**src/rtl/branch_resolve_unit.sv**
```systemverilog
// branch_resolve_unit: carries the F-stage prediction to E and resolves it.
// Optional performance counters are built when BRU_PERF_CNT_EN is defined.
module branch_resolve_unit #(
  parameter int PC_WIDTH  = 32,
  parameter int CNT_WIDTH = 32
) (
  input  logic                 clk,
  input  logic                 reset,
  input  logic                 StallD,
  input  logic                 FlushD,
  input  logic                 StallE,
  input  logic                 FlushE,
  input  logic                 PCSrcPredF,
  input  logic [PC_WIDTH-1:0]  PredPCTargetF,
  input  logic [1:0]           BranchOpE,
  input  logic                 CondMetE,
  input  logic [PC_WIDTH-1:0]  PCTargetE,
  input  logic [PC_WIDTH-1:0]  PCPlus4E,
  output logic                 PCSrcResE,
  output logic                 TargetMatchE,
  output logic                 BranchOpEb0,
  output logic                 MispredictE,
  output logic [PC_WIDTH-1:0]  PCRedirectE,
  output logic [CNT_WIDTH-1:0] BranchCount,
  output logic [CNT_WIDTH-1:0] MispredictCount
);

  logic                pred_d_q;
  logic [PC_WIDTH-1:0] tgt_d_q;
  logic                valid_d_q;

  logic                pred_e_q;
  logic [PC_WIDTH-1:0] tgt_e_q;
  logic                valid_e_q;
  logic                resolved_e_q;

  logic v;
  logic is_br;
  logic is_jmp;
  logic taken;
  logic tgt_eq;
  logic mispred;

  // D-stage prediction register: flush beats stall
  always_ff @(posedge clk or negedge reset) begin
    if (!reset) begin
      pred_d_q  <= 1'b0;
      tgt_d_q   <= '0;
      valid_d_q <= 1'b0;
    end else if (FlushD) begin
      pred_d_q  <= 1'b0;
      tgt_d_q   <= '0;
      valid_d_q <= 1'b0;
    end else if (!StallD) begin
      pred_d_q  <= PCSrcPredF;
      tgt_d_q   <= PredPCTargetF;
      valid_d_q <= 1'b1;
    end
  end

  // E-stage register; a stalled mispredict is marked resolved so it fires once
  always_ff @(posedge clk or negedge reset) begin
    if (!reset) begin
      pred_e_q     <= 1'b0;
      tgt_e_q      <= '0;
      valid_e_q    <= 1'b0;
      resolved_e_q <= 1'b0;
    end else if (FlushE) begin
      pred_e_q     <= 1'b0;
      tgt_e_q      <= '0;
      valid_e_q    <= 1'b0;
      resolved_e_q <= 1'b0;
    end else if (!StallE) begin
      pred_e_q     <= pred_d_q;
      tgt_e_q      <= tgt_d_q;
      valid_e_q    <= valid_d_q;
      resolved_e_q <= 1'b0;
    end else if (mispred) begin
      resolved_e_q <= 1'b1;
    end
  end

  assign v      = valid_e_q & ~resolved_e_q;
  assign is_br  = (BranchOpE == 2'b01);
  assign is_jmp = (BranchOpE == 2'b10);
  assign taken  = is_jmp | (is_br & CondMetE);
  assign tgt_eq = (tgt_e_q == PCTargetE);

  // Wrong direction, wrong target when both taken, or a taken alias on a non-branch
  assign mispred = v & (pred_e_q ? (~taken | ~tgt_eq) : taken);

  assign PCSrcResE    = v & taken;
  assign BranchOpEb0  = v & is_br;
  assign TargetMatchE = v & tgt_eq;
  assign MispredictE  = mispred;
  assign PCRedirectE  = !mispred ? '0 :
                        taken    ? PCTargetE : PCPlus4E;

`ifdef BRU_PERF_CNT_EN
  logic [CNT_WIDTH-1:0] br_cnt_q;
  logic [CNT_WIDTH-1:0] mis_cnt_q;
  logic                 counted_q;
  logic                 cnt_br;

  assign cnt_br = v & (is_br | is_jmp) & ~counted_q;

  // Remember that a stalled E instruction was already counted
  always_ff @(posedge clk or negedge reset) begin
    if (!reset) begin
      counted_q <= 1'b0;
    end else if (FlushE || !StallE) begin
      counted_q <= 1'b0;
    end else if (cnt_br) begin
      counted_q <= 1'b1;
    end
  end

  // Saturating branch and mispredict counters
  always_ff @(posedge clk or negedge reset) begin
    if (!reset) begin
      br_cnt_q  <= '0;
      mis_cnt_q <= '0;
    end else begin
      if (cnt_br && (br_cnt_q != '1)) begin
        br_cnt_q <= br_cnt_q + 1'b1;
      end
      if (mispred && (mis_cnt_q != '1)) begin
        mis_cnt_q <= mis_cnt_q + 1'b1;
      end
    end
  end

  assign BranchCount     = br_cnt_q;
  assign MispredictCount = mis_cnt_q;
`else
  assign BranchCount     = '0;
  assign MispredictCount = '0;
`endif

endmodule

```
**config.mk**
```make
export PLATFORM = sky130hd
export DESIGN_NAME = branch_resolve_unit
export DESIGN_NICKNAME = d
export VERILOG_FILES = /design/src/rtl/branch_resolve_unit.sv
export SDC_FILE = /design/constraint.sdc
export NUM_CORES = 1
export LEC_CHECK = 0
export BUFFER_PORTS_ARGS = -buffer_cell sky130_fd_sc_hd__buf_2
export CAP_MARGIN = 40
export CORE_MARGIN = 4
export CORE_UTILIZATION = 47
export DETAILED_ROUTE_END_ITERATION = 8
export PLACE_DENSITY_LB_ADDON = 0.1
export SLEW_MARGIN = 20
export SYNTH_ARGS = -nofsm -noshare
export SYNTH_HDL_FRONTEND = slang
export SYNTH_SLANG_ARGS = --single-unit
```
**constraint.sdc**
```tcl
create_clock -name clk -period 2.6 [get_ports clk]
set_input_delay 0.52 -clock clk [delete_from_list [all_inputs] [get_ports clk]]
set_output_delay 0.52 -clock clk [all_outputs]
set_load 0.02 [all_outputs]
```
; Word level (Yosys, flattened, before mapping)
; Cells that the tools add are included.
[totals]
regBits = 69
input_bits = 106
out_inout_bits = 100
[classes]
eq_ne = 6
mux = 18
bitwise = 11
[op_table]
columns = op, count
row1 = $mux W32, 6
row2 = $eq A32 B32 Y1, 1
row3 = $mux W1, 12
row4 = $and A1 B1 Y1, 6
row5 = $ne A2 B1 Y1 const B, 2
row6 = $ne A3 B1 Y1 const B, 1
row7 = $not A1 Y1, 3
row8 = $eq A2 B1 Y1 const B, 1
row9 = $eq A2 B2 Y1 const B, 1
row10 = $or A1 B1 Y1, 2

; Longest topological paths before layout
; Gate-level depths: netlist (run 1).
[depth]
ltp_word = 10
depth_mapped = 6

; Worst setup path before layout (run 1)
; No wires, ideal clock.
[synth_timing]
path_kind = input port to output port
start = in PCTargetE[20]
end = out PCRedirectE[22]
arrival_ps = 1784
setup_slack_ps = 296
cell_stages = 6
path_cell_list = xor2_1 -> nor4_2 -> nand4_1 -> o31ai_4 -> buf_6 -> nor2_1
[synth_via]
elab_chain_cells = 6
[synth_lines]
columns = item, line_no
row1 = "start, declared", 17  ; input logic [PC_WIDTH-1:0] PCTargetE,
row2 = $eq A32 B32 Y1, 87  ; assign tgt_eq = (tgt_e_q == PCTargetE);
row3 = $not A1 Y1, 90  ; assign mispred = v & (pred_e_q ? (~taken | ~tgt_eq) : taken);
row4 = $or A1 B1 Y1, 90
row5 = $mux W1, 90
row6 = $and A1 B1 Y1, 90
row7 = $mux W32, 96  ; assign PCRedirectE = !mispred ? '0 :
row8 = "end, declared", 23  ; output logic [PC_WIDTH-1:0] PCRedirectE,
; No other way between the ends.

; Final worst setup path (run 1)
[layout_timing]
start = reg tgt_e_q[6]
end = out PCRedirectE[19]
[layout_via]
elab_chain_cells = 6
[layout_lines]
columns = item, line_no
row1 = "start, declared", 33  ; logic [PC_WIDTH-1:0] tgt_e_q;
row2 = "start signal, assigned", 75  ; tgt_e_q <= tgt_d_q;
row3 = $eq A32 B32 Y1, 87
row4 = $not A1 Y1, 90
row5 = $or A1 B1 Y1, 90
row6 = $mux W1, 90
row7 = $and A1 B1 Y1, 90
row8 = $mux W32, 96
; No other way between the ends.

==> flow_summary.toml, run 1 <==
[finish]
final_cell_mix = "126 x buf_2, 99 x mux2i_1, 89 x nor2_1"
nNetsFinal = 663
drive_gt1_frac = 0.340
utilization = 0.619
instances_no_fill = 667
nFillCells = 733
final_common_cell = "buf_2"
syn_to_final_growth_pct = 25.1
diodes = 0

[cts]
cts_tree = "done"
cts_hold_buf = 0
ctsHtreeMaxLevel = 3
clk_pin_slew_worst_paths_ns = 0.08
cts_buffers = 9
root_buffer = "clkbuf_8"
insertion_delay_ns = 0.34
cts_sinks = 69
cts.path.max_buffers = 2

[sta]
fin_ws_ns = -0.284
post-route-min-period_ns = 2.88
fin_crit_sh = 1.11
rsz0062_at_grt = "true"
finalSetupViolations = 34
final-hold-violation-count = 0
max_slew.worst_pin.slew_ns = 0.734
max_freq_mhz = 347
timing.final.max_slew_violations = 0
slew_headroom = 0.511
fin_worst_skew_ns = 0.0116

[placed_design]
place_inst = 646
numPortBuffers = 141
gp_congestion = 0.861
hpwl_um = 7890
place_ws_ns = -0.262

[critical_path]
worstPathRequired_ns = 2.08
critPathKind = "reg -> out"
arrival_ns = 2.36
critPathCaptureType = "output port"
r2r_start = "tgt_e_q[6]"
reg2reg_setup_slack_ns = 0.49
critPathLaunchType = "flip-flop"
cp_max_fo = 6
rr_worst_depth = 9
reg2reg_to = "resolved_e_q"

[global_route]
grt_max_degree = 43
grt_pass1_vias = 3125
antenna_found_initial = 0
grt_pass1_wl_um = 15700
grt_usage = 0.197
globalRouteOverflowTotal = 0

[floorplanning]
dieWidth_um = 102
pin_count = 206
die_area_mm2 = 0.0104
die_y_um = 102
row_count = 33
coreArea_mm2 = 0.00838
start_util = 0.495

[job]
cap_viol_max_count = 0

[detailed_routing]
num_vias = 3154
ant_nets = 0
via_per_inst = 4.73
drt_first_pass_iters = 4
drc = 0
wl_per_cell_um = 15.9
wl_um = 10600
drt_iter0_drc = 79

[run_status]
status = "complete, but fails checks"
violations = "setup timing"

[synthesis]
yosys_warnings = 0
synthTopCellsByArea = "dfrtp_1 42%, mux2i_1 24%, buf_4 12%, nor2_1 9.0%, xor2_1 6.8%"
post-synth-top-area-fraction = 0.417
ys_types = 24
synthAdderAreaFrac = 0
ys_ff_latch = 69
syn_area_per_cell_um2 = 10.1
syn_area_mm2 = 0.00415
synth_mux_area_frac = 0.242
yosys.area.top_type = "dfrtp_1"
yosysSeqAreaShare = 0.417
synthCells = 412
synth-simple-area-share = 0.117
synthXorXnorAreaFrac = 0.0676
synth_top_family_by_area = "multiplexers"
synth-compound-area-share = 0.00936

[pwr]
p_leak_nw = 2.92
vdd_ir_drop_max_mv = 0.249
power_density_mw_per_mm2 = 488

[min_path]
min_path_type = "in -> async"
[Yosys cell counts]
master	count
a21oi_1	2
and2_1	1
buf_2	9
buf_4	64
buf_6	3
clkbuf_1	10
conb_1	1
dfrtp_1	69
inv_1	2
inv_2	1
mux2i_1	99
mux2i_2	1
nand2_1	3
nand2b_1	1
nand4_1	2
nor2_1	99
nor2b_1	1
nor3_1	1
nor3b_1	1
nor4_1	7
nor4_2	1
o21a_1	1
o31ai_4	1
xor2_1	32
[worst max-delay path, stage by stage (launching register included)]
cell and delay [ns]:
dfrtp_1 0.41, xor2_2 0.17, nor4_2 0.30, buf_4 0.16
nand4_1 0.20, o31ai_4 0.28, buf_6 0.16, buf_6 0.13
nor2_1 0.05, buf_2 0.15
[cell families after synthesis]
group | after synthesis
multiplexers | 100
buffers and inverters | 89
XOR/XNOR | 32
AO/OA/AOI/OAI | 4
AND/OR/NAND/NOR | 117
flip-flops | 69
other | 1
[power by group]
| group | internal (mW) | leakage [nW] | total [mW] | switching (mW) |
|---|---|---|---|---|
| combinational | 0.203 | 1.90 | 0.517 | 0.315 |
| sequential | 1.12 | 0.932 | 1.15 | 0.0310 |
| clock | 0.445 | 0.0918 | 0.862 | 0.417 |
| total | 1.77 | 2.92 | 2.53 | 0.762 |
[how the worst max path moves through the flow]
stage / start / depth (start not counted) / slack (ns) / endpoint
floorplan: PCTargetE[20] / 6 / 0.30 / PCRedirectE[22]
global placement: PCTargetE[15] / 9 / -0.25 / PCRedirectE[23]
detailed placement: PCTargetE[15] / 9 / -0.26 / PCRedirectE[1]
CTS: tgt_e_q[6] / 9 / -0.28 / PCRedirectE[1]
global route: tgt_e_q[3] / 8 / -0.38 / PCRedirectE[13]
finish: tgt_e_q[6] / 9 / -0.28 / PCRedirectE[19]
[per-stage QoR]
step | TNS (ns) | cell area, um2 | power, mW | hold slack [ns]
final | -8.70 | 5180 | 2.53 | 0.199
after CTS | -8.75 | 5040 | 2.54 | 0.205
after global routing | -12.17 | 5180 | 2.66 | 0.233
after global placement | -7.83 | 4760 | 1.66 | 0.497
after floorplan | 0 | 4380 | 1.55 | 0.224
after detailed placement | -8.05 | 4760 | 1.66 | 0.509
[state kept, by name (all words and copies together), names as in the netlist]
name / count
pred_d_q: 1
pred_e_q: 1
resolved_e_q: 1
tgt_d_q: 32
tgt_e_q: 32
valid_d_q: 1
valid_e_q: 1
[routing by layer]
layer	global-route usage	wire [um]	vias to the layer above
met5	0	0	-
met4	0.0535	147	0
met3	0.0355	686	12
met2	0.344	5470	116
met1	0.253	4280	1510
li1	-	-	1516
[repair_timing]
| action | in CTS | in global routing |
|---|---|---|
| cloned | 2 | 0 |
| pin swaps | 2 | 7 |
| buffers inserted | 2 | 1 |
| resized for setup | 14 | 41 |
| setup endpoints to repair | 34 | 34 |
[area by class of cell]
class	instances	area, um2	area share
inverter	3	11.3	0.00217
multi-input combinational	317	2130	0.411
clock buffer	9	124	0.0239
sequential	69	1730	0.333
tap	105	131	0.0253
clock inverter	7	75.1	0.0145
timing repair buffer	157	985	0.190
Note: power is estimated with default switching activity, not from simulation.
==> run 2: changes to the inputs <==
--- a/config.mk
+++ b/config.mk
@@ -7,11 +7,12 @@
 export LEC_CHECK = 0
 export BUFFER_PORTS_ARGS = -buffer_cell sky130_fd_sc_hd__buf_2
 export CAP_MARGIN = 40
+export CORE_ASPECT_RATIO = 0.6
 export CORE_MARGIN = 4
 export CORE_UTILIZATION = 47
 export DETAILED_ROUTE_END_ITERATION = 8
 export PLACE_DENSITY_LB_ADDON = 0.1
-export SLEW_MARGIN = 20
+export RECOVER_POWER = 100
 export SYNTH_ARGS = -nofsm -noshare
 export SYNTH_HDL_FRONTEND = slang
 export SYNTH_SLANG_ARGS = --single-unit
==> flow_summary.toml, run 2 (same netlist as run 1, synthesis figures left out) <==
[placed_design]
numPortBuffers = 141
place_inst = 653
place_ws_ns = -0.276
gp_congestion = 0.790
hpwl_um = 7290

[finish]
multiInputGateArea_mm2 = 0.00209
top_regs = "tgt_d_q (32), tgt_e_q (32)"
nNetsFinal = 660
nFillCells = 779
seq_area_mm2 = 0.00173
final_cell_mix = "133 x buf_2, 99 x mux2i_1, 99 x nor2_1"
final_common_cell = "buf_2"
drive_gt1_frac = 0.306
diodes = 0
syn_to_final_growth_pct = 22.7
instances_no_fill = 671

[global_route]
grt_usage = 0.190
grt_pass1_vias = 3039
grt_pass1_wl_um = 15100
globalRouteOverflowTotal = 0
antenna_found_initial = 0
grt_max_degree = 67

[cts]
cts_sinks = 69
cts.path.max_buffers = 2
cts_tree = "done"
root_buffer = "clkbuf_16"
clk_pin_slew_worst_paths_ns = 0.05
cts_buffers = 9
insertion_delay_ns = 0.33
ctsHtreeMaxLevel = 3

[min_path]
whs_path_depth = 3
min_path_type = "in -> reg"

[critical_path]
crit_family = "simple AND/OR/NAND/NOR gates"
cpMaxStageDelayCell = "dfrtp_1"
worst-path-buf-inv = 3
worst-path-stages = 8
arrival_ns = 2.34
critPathLaunchType = "flip-flop"
cp_max_fo = 16
path_cells = "xor2_1 > nor4_2 > buf_4 > nand4_1 > o31ai_4 > buf_6 > nor2_1 > buf_2"
critPathCaptureType = "output port"
critPathKind = "reg -> out"
worstPathRequired_ns = 2.08
rr_worst_depth = 7
max_stage_delay_ns = 0.39

[sta]
fin_worst_skew_ns = 0.00392
fin_setup_tns_ns = -8.31
rsz0062_at_grt = "true"
finalSetupViolations = 33
timing.final.max_slew_violations = 35
max_slew.worst_pin.slew_ns = 1.76
max_freq_mhz = 350
slew_headroom = -0.173
whs_ns = 0.429
final-hold-violation-count = 0
fin_ws_ns = -0.258
fin_crit_sh = 1.10
post-route-min-period_ns = 2.86

[detailed_routing]
ant_nets = 0
wl_per_cell_um = 14.8
drt_first_pass_iters = 4
drt_iter0_drc = 165
drc = 0
wl_um = 9930
via_per_inst = 4.68
num_vias = 3142

[run_status]
status = "complete, but fails checks"
violations = "capacitance limit, slew limit, setup timing"

[floorplanning]
row_count = 26
coreArea_mm2 = 0.00856
pin_count = 206
die_y_um = 80.7
die_area_mm2 = 0.0104
start_util = 0.484
dieWidth_um = 129

[job]
cap_viol_max_count = 1

[pwr]
p_leak_nw = 2.92
vdd_ir_drop_max_mv = 0.319
power_density_mw_per_mm2 = 560
total_power_mw = 2.85
run 2: final timing paths:
path / from / to / slack, ns
setup / recovery: tgt_e_q[15] / PCRedirectE[23] / -0.26
hold reg to reg: tgt_d_q[23] / tgt_d_q[23] / 0.52
setup reg to reg: tgt_e_q[15] / resolved_e_q / 0.61
hold / removal: PredPCTargetF[8] / tgt_d_q[8] / 0.43
min in group asynchronous: reset / tgt_d_q[9] / 0.54
max in group asynchronous: reset / tgt_d_q[12] / 0.88
run 2: repair_timing:
item	4_1_cts	5_1_grt
hold endpoints to repair	3	0
buffers inserted	2	1
endpoints found under the setup margin	34	34
hold buffers	1	0
pin swaps	1	3
resized for setup	7	5
run 2: cell type report:
class,count,share of cell area
multi-input combinational,317,0.410
sequential,69,0.339
timing repair buffer,154,0.163
clock buffer,12,0.0485
tap,112,0.0275
clock inverter,4,0.00935
inverter,3,0.00221
run 2: through the flow:
step	instance area, um2	util
floorplan	4380	-
global placement	4740	0.554
detailed placement	4770	0.557
CTS	5100	0.597
global route	5090	0.595
finish	5090	0.595
run 2: layer usage:
| metal | share of wire | global-route usage |
|---|---|---|
| met5 | 0 | 0 |
| met1 | 0.45 | 0.258 |
| met3 | 0.076 | 0.0539 |
| met2 | 0.46 | 0.300 |
| met4 | 0.010 | 0.0524 |
run 2: worst reg2reg max path, stage by stage (launching register included):
cell,delay (ns)
dfrtp_1,0.39
xor2_1,0.17
nor4_2,0.37
buf_4,0.17
nand4_1,0.15
o31ai_4,0.31
buf_6,0.22
a21oi_1,0.09
run 2: power breakdown:
part | switching [mW] | internal [mW]
Sequential | 0.0288 | 1.12
Clock | 0.439 | 0.765
Combinational | 0.304 | 0.187
